$ cat src/rtl/masked_reg_file.sv
// DEPTH x WIDTH register file: masked writes, valid/ready read buffer, clear engine.
// Define MASKED_REG_FILE_BYPASS_EN to forward a same-edge write into the read.
module masked_reg_file #(
  parameter int WIDTH = 8,
  parameter int DEPTH = 8,
  parameter int AW    = 3
) (
  input  logic             clk,
  input  logic             rst_n,
  input  logic             wr_en,
  input  logic [AW-1:0]    wr_addr,
  input  logic [WIDTH-1:0] wr_data,
  input  logic [WIDTH-1:0] wr_mask,
  input  logic             rd_req,
  input  logic [AW-1:0]    rd_addr,
  output logic             rd_gnt,
  output logic             rd_valid,
  output logic [WIDTH-1:0] rd_data,
  input  logic             rd_ready,
  input  logic             clr,
  output logic             clr_busy
);

  typedef enum logic {
    S_IDLE,
    S_CLEAR
  } state_t;

  state_t           r_state;
  state_t           w_state_nx;
  logic [AW-1:0]    r_idx;
  logic [WIDTH-1:0] r_mem [DEPTH];
  logic [WIDTH-1:0] r_rd_data;
  logic             r_rd_valid;

  logic             w_wr_acc;
  logic             w_rd_acc;
  logic             w_last;
  logic [WIDTH-1:0] w_wr_new;
  logic [WIDTH-1:0] w_rd_val;

  assign clr_busy = (r_state == S_CLEAR);
  assign rd_gnt   = !clr_busy && (!r_rd_valid || rd_ready);
  assign rd_valid = r_rd_valid;
  assign rd_data  = r_rd_data;

  assign w_wr_acc = wr_en && !clr_busy;
  assign w_rd_acc = rd_req && rd_gnt;
  assign w_last   = (r_idx == AW'(DEPTH - 1));

  assign w_wr_new = (r_mem[wr_addr] & ~wr_mask)
                  | (wr_data & wr_mask);

`ifdef MASKED_REG_FILE_BYPASS_EN
  assign w_rd_val = (w_wr_acc && (wr_addr == rd_addr))
                  ? w_wr_new : r_mem[rd_addr];
`else
  assign w_rd_val = r_mem[rd_addr];
`endif

  always_comb begin
    w_state_nx = r_state;
    unique case (r_state)
      S_IDLE:  if (clr) w_state_nx = S_CLEAR;
      S_CLEAR: if (w_last) w_state_nx = S_IDLE;
      default: w_state_nx = S_IDLE;
    endcase
  end

  always_ff @(posedge clk or negedge rst_n) begin
    if (!rst_n) begin
      r_state <= S_IDLE;
      r_idx   <= '0;
    end else begin
      r_state <= w_state_nx;
      if (r_state == S_IDLE) begin
        if (clr) r_idx <= '0;
      end else begin
        r_idx <= r_idx + AW'(1);
      end
    end
  end

  // Clear and write never collide: writes are gated off while busy.
  always_ff @(posedge clk or negedge rst_n) begin
    if (!rst_n) begin
      for (int i = 0; i < DEPTH; i++) begin
        r_mem[i] <= '0;
      end
    end else if (clr_busy) begin
      r_mem[r_idx] <= '0;
    end else if (w_wr_acc) begin
      r_mem[wr_addr] <= w_wr_new;
    end
  end

  always_ff @(posedge clk or negedge rst_n) begin
    if (!rst_n) begin
      r_rd_valid <= 1'b0;
      r_rd_data  <= '0;
    end else if (w_rd_acc) begin
      r_rd_valid <= 1'b1;
      r_rd_data  <= w_rd_val;
    end else if (r_rd_valid && rd_ready) begin
      r_rd_valid <= 1'b0;
    end
  end

endmodule

$ cat config.mk
export PLATFORM = sky130hd
export DESIGN_NAME = masked_reg_file
export DESIGN_NICKNAME = d
export VERILOG_FILES = /design/src/rtl/masked_reg_file.sv
export SDC_FILE = /design/constraint.sdc
export NUM_CORES = 1
export LEC_CHECK = 0
export ABC_AREA = 1
export ABC_CLOCK_PERIOD_IN_PS = 1300
export BUFFER_PORTS_ARGS = -buffer_cell sky130_fd_sc_hd__buf_2
export CAP_MARGIN = 20
export CORE_UTILIZATION = 55
export CTS_CLUSTER_DIAMETER = 120
export CTS_CLUSTER_SIZE = 40
export DETAILED_ROUTE_END_ITERATION = 16
export GPL_ROUTABILITY_DRIVEN = 1
export PLACE_DENSITY_LB_ADDON = 0.08
export SLEW_MARGIN = 40
export SYNTH_ARGS = -nofsm -noshare
export SYNTH_HDL_FRONTEND = slang
export SYNTH_SLANG_ARGS = --single-unit
$ cat constraint.sdc
create_clock -name clk -period 1.3 [get_ports clk]
set_input_delay 0.26 -clock clk [delete_from_list [all_inputs] [get_ports clk]]
set_output_delay 0.26 -clock clk [all_outputs]
set_load 0.02 [all_outputs]
### After elaboration in Yosys (flattened, before gate mapping)

Cells that the tools add are included.

* register bits after elaboration: 77
* input port bits: 28
* output and inout bits: 11
* logic and storage cells: 61

* add/sub/neg operators: 1
* $lt $le $gt $ge: 5
* equal/unequal tests: 1
* muxes and demuxes: 20
* bitwise logic cells: 10
* reduce and logical (&&, ||, !) cells: 12

Operators with widths (count)
* 64-bit 2-to-1 mux: 2
* 64-bit bitwise AND: 1
* 64-bit bitwise mux: 1
* 64-bit inverter: 1
* 8-bit binary-select mux with 3-bit select: 2
* 8-bit demux with 3-bit select: 2
* 8-bit 2-to-1 mux: 6
* 8-bit bitwise AND: 2
* 4-bit greater-or-equal comparator, second input constant: 3
* 3-bit inverter with 4-bit output: 3
* 4-bit by 1-bit < comparator with 1-bit output, second input constant: 2
* 8-bit inverter: 1
* 8-bit bitwise OR: 1
* 1-bit logical AND: 6
* 3-bit 2-to-1 mux: 2
* 2-bit nonzero test: 3
* 1-bit 2-to-1 mux: 4
* 3-bit by 1-bit adder with 3-bit output, second input constant: 1
* 3-bit == test, second input constant: 1
* 1-bit logical NOT: 2
* 1-bit case mux with 2 select lines: 1
* 1-bit logical OR: 1
* 1-bit inverter: 1

### Depth between registers and ports, before layout

* depth in word-level cells: 9
* gate-level depth with buffers: 9
* gate-level depth less buffers: 9

### Least setup slack after synthesis

Ideal clock, no wire load.

* kind: reg-to-reg
* from: reg r_state (netlist: clr_busy)
* to: reg r_rd_data[0] (netlist: rd_data[0])
* library setup time: 0.065 ns
* data arrival time: 1.497 ns
* required time: 1.235 ns
* path slack: -0.262 ns
* stages on the path, launching flop included: 6
* buffers on the path: 0
* period minus slack after synthesis: 1.562 ns
* path through: dfrtp_1 nor2_1 nand2_1 inv_1 nand3_1 nand2_1

* longest elaborated chain between the ends: 3

Ends and longest elaborated chain
* start: declaration: line 29 `state_t r_state;`
* start signal: assignment: line 75 `r_state <= w_state_nx;`
* 1-bit logical NOT: line 43 `assign rd_gnt = !clr_busy && (!r_rd_valid || rd_ready);`
* 1-bit logical AND: line 43
* via rd_gnt: line 16 `output logic rd_gnt,`
* 1-bit logical AND: line 48 `assign w_rd_acc = rd_req && rd_gnt;`
* end signal: assignment: line 103 `r_rd_data <= w_rd_val;`
* end: declaration: line 33 `logic [WIDTH-1:0] r_rd_data;`

The timed path passes the listed nets, and every way through them passes these cells.
A chain may end at the register's enable or synchronous reset.

### Worst setup path in the final report

* from: reg r_state (netlist: clr_busy)
* to: out rd_gnt

* longest elaborated chain between the ends: 2

Ends and longest elaborated chain (line)
* 1-bit logical NOT: 43
* 1-bit logical AND: 43
* end: declaration: 16

Every way passes these cells.

==> flow_summary.toml <==
[run_status]
status = "complete, but fails checks"
failed_checks = "setup timing"

[timing]
worst_slew_pin_slew_ns = 0.378
finalSetupTns_ns = -2.28
slew_violations = 0
layout_min_cycle_time_ns = 1.42
setup_viol = 57
fin_worst_skew_ns = 0.00929
relSlewSlack_pct = 74.8
max_freq_mhz = 706
final.setup.worst_slack_ns = -0.117
period_share_pct = 109
hold_viol_final = 0
rsz0062_at_grt = "true"

[clock_tree]
cts_buffer_depth = 2
clk_latency_ns = 0.36
cts.sink_count = 77
htree_levels = 3
clk_pin_slew_worst_paths_ns = 0.09
cts_buffers = 9
tritoncts = "yes"
cts-root-buf = "clkbuf_8"

[placement]
placed_area_um2 = 5610
dp_hpwl_um = 10100
dp_cells = 840
port-buffer-count = 38
gp_congestion = 0.903

[pwr]
p_sw_share_pct = 40.5
cellPowerDensity_nw_per_um2 = 1630
leakage_nw = 3.23
pwr-share-clk_pct = 20.3
combPwrFrac_pct = 44.2
vdd_drop_max_mv = 1.44
p_int_w = 0.00606
power.net_switching_w = 0.00412
p_seq_share_pct = 35.5

[worst_hold_path]
min_path_type = "in2reg"
hp-start = "rd_ready"

[detailed_routing]
drtIter0Drc = 430
ant_nets = 0
num_vias = 4763
via_per_inst = 5.54
dr.pass1.iters = 5
drc = 0
wl_per_cell_um = 16.9
routed_wl_um = 14500

[critical_path]
critical_path_class = "reg2out"
crit_path_end_kind = "primary output"
cp_max_fo = 4
start_kind = "flop"
r2r_slack_ns = -0.09
timing.rr.start = "clr_busy"
crit_start = "clr_busy"
worstPathRequired_ns = 1.04
arrival_ns = 1.16

[synth]
async_flop_share_pct = 100
synth_nets = 700
synth_seq_cells = 77
synth_flop_cell = "dfrtp_1"
yosys_warnings = 0
synth_area_leader_cell = "dfrtp_1"
synth_top_area_share_pct = 40.0
synth_common_cells = "nand2_1, nand3_1, dfrtp_1"
yosysUniqueCellTypes = 29
syn_area_um2 = 4810
yosysSeqAreaShare_pct = 40.0
syn_area_per_cell_um2 = 7.18
ys_top_cells_by_area = "dfrtp_1, nand2_1, nand3_1"
synth_most_common_cell = "nand2_1"
synthCells = 670
synth_edf_count = 0

[floorplanning]
die_h_um = 95.5
start_util_pct = 57.7
core_um2 = 8340
die_area_um2 = 9130
die-width_um = 95.5
io_pins = 39
rows = 33

[global_route]
track_usage_pct = 34.0
gr-total-overflow = 0
grt_pass1_wl_um = 23000
grt_antenna_before_repair = 0
grt_pass1_vias = 4399
grt_max_degree = 32

[layout]
stdcell_count = 859
drive_gt1_share_pct = 32.0
diodes = 0
area_growth_pct = 29.4
stdcell_area_um2 = 6230
nets = 779

[job]
cap_violations = 0
sequential cells by signal, indices dropped and copies added, names as in the netlist:
name / cells
r_mem: 64
clr_busy: 1
r_idx: 3
rd_data: 8
rd_valid: 1
per-layer routing:
metal | up-vias | GRT usage (%) | routed length (µm)
met3 | 20 | 6.14 | 1500
met2 | 278 | 51.4 | 6570
li1 | 2271 | - | -
met1 | 2194 | 50.3 | 6260
met5 | - | 0 | 0
met4 | 0 | 8.46 | 157
what timing repair did:
item	4_1_cts	5_1_grt
setup endpoints to repair	66	75
cloned	0	0
hold buffers	1	0
endpoints found under the hold margin	20	0
resized for setup	47	50
buffers inserted	2	1
pin swaps	27	29
per-stage QoR:
| stage | util [%] | total power, W | hold slack [ns] | worst slack (ns) |
|---|---|---|---|---|
| floorplan | - | 0.00570 | -0.0356 | -0.00907 |
| finish | 74.6 | 0.0102 | 0.120 | -0.117 |
| detailed placement | 67.3 | 0.00741 | 0.186 | -0.128 |
| CTS | 71.9 | 0.00982 | 0.0952 | -0.129 |
| global placement | 67.3 | 0.00731 | 0.183 | -0.103 |
| global route | 74.6 | 0.0108 | 0.103 | -0.189 |
critical path, cell delays in order, from the launching register on:
cell and delay (ns):
dfrtp_2 0.46, buf_6 0.14, nor2_4 0.08, buf_6 0.12
logic make-up after synthesis:
kind of cell | after synthesis | share of synthesized area [%]
simple gates | 423 | 42.0
buf+inv | 102 | 8.76
flops | 77 | 40.0
compound gates | 66 | 8.68
fa+ha+maj | 2 | 0.520
power by group through the flow:
stage | combinational [W] | sequential (W) | clock (W)
2_1_floorplan | 0.00204 | 0.00366 | 0
3_3_place_gp | 0.00379 | 0.00351 | 0
3_5_place_dp | 0.00388 | 0.00353 | 0
4_1_cts | 0.00418 | 0.00355 | 0.00209
5_1_grt | 0.00488 | 0.00370 | 0.00219
6_report | 0.00450 | 0.00361 | 0.00207
final cells by class:
| type | count | area [µm²] |
|---|---|---|
| Multi-Input combinational cell | 491 | 2800 |
| Fill cell | 645 | 2110 |
| Sequential cell | 77 | 1930 |
| Timing Repair Buffer | 91 | 833 |
| Inverter | 79 | 310 |
| Clock buffer | 11 | 141 |
| Tap cell | 105 | 131 |
| Clock inverter | 5 | 83.8 |
placed cells by master (no fill, tap or decap), types with 12 or more instances in the layout:
| master | count |
|---|---|
| inv_1 | 64 |
| nor2_1 | 27 |
| dfrtp_1 | 74 |
| buf_2 | 35 |
| buf_4 | 28 |
| o21ai_0 | 24 |
| nand2_2 | 29 |
| nor2_2 | 12 |
| nor2_4 | 18 |
| buf_12 | 14 |
| nand3_2 | 19 |
| a21oi_1 | 25 |
| nand2_1 | 198 |
| nand2_4 | 23 |
| nand3_1 | 84 |
path summary, 6_finish.rpt:
kind	to	depth (start not counted)
worst max-delay path	rd_gnt	3
worst min-delay path	rd_valid	2
worst max register to register	r_mem[16]	7
worst min register to register	rd_data[5]	2
max in group asynchronous	r_mem[59]	3
min in group asynchronous	r_mem[25]	2
Note: power is estimated with default switching activity, not from simulation.
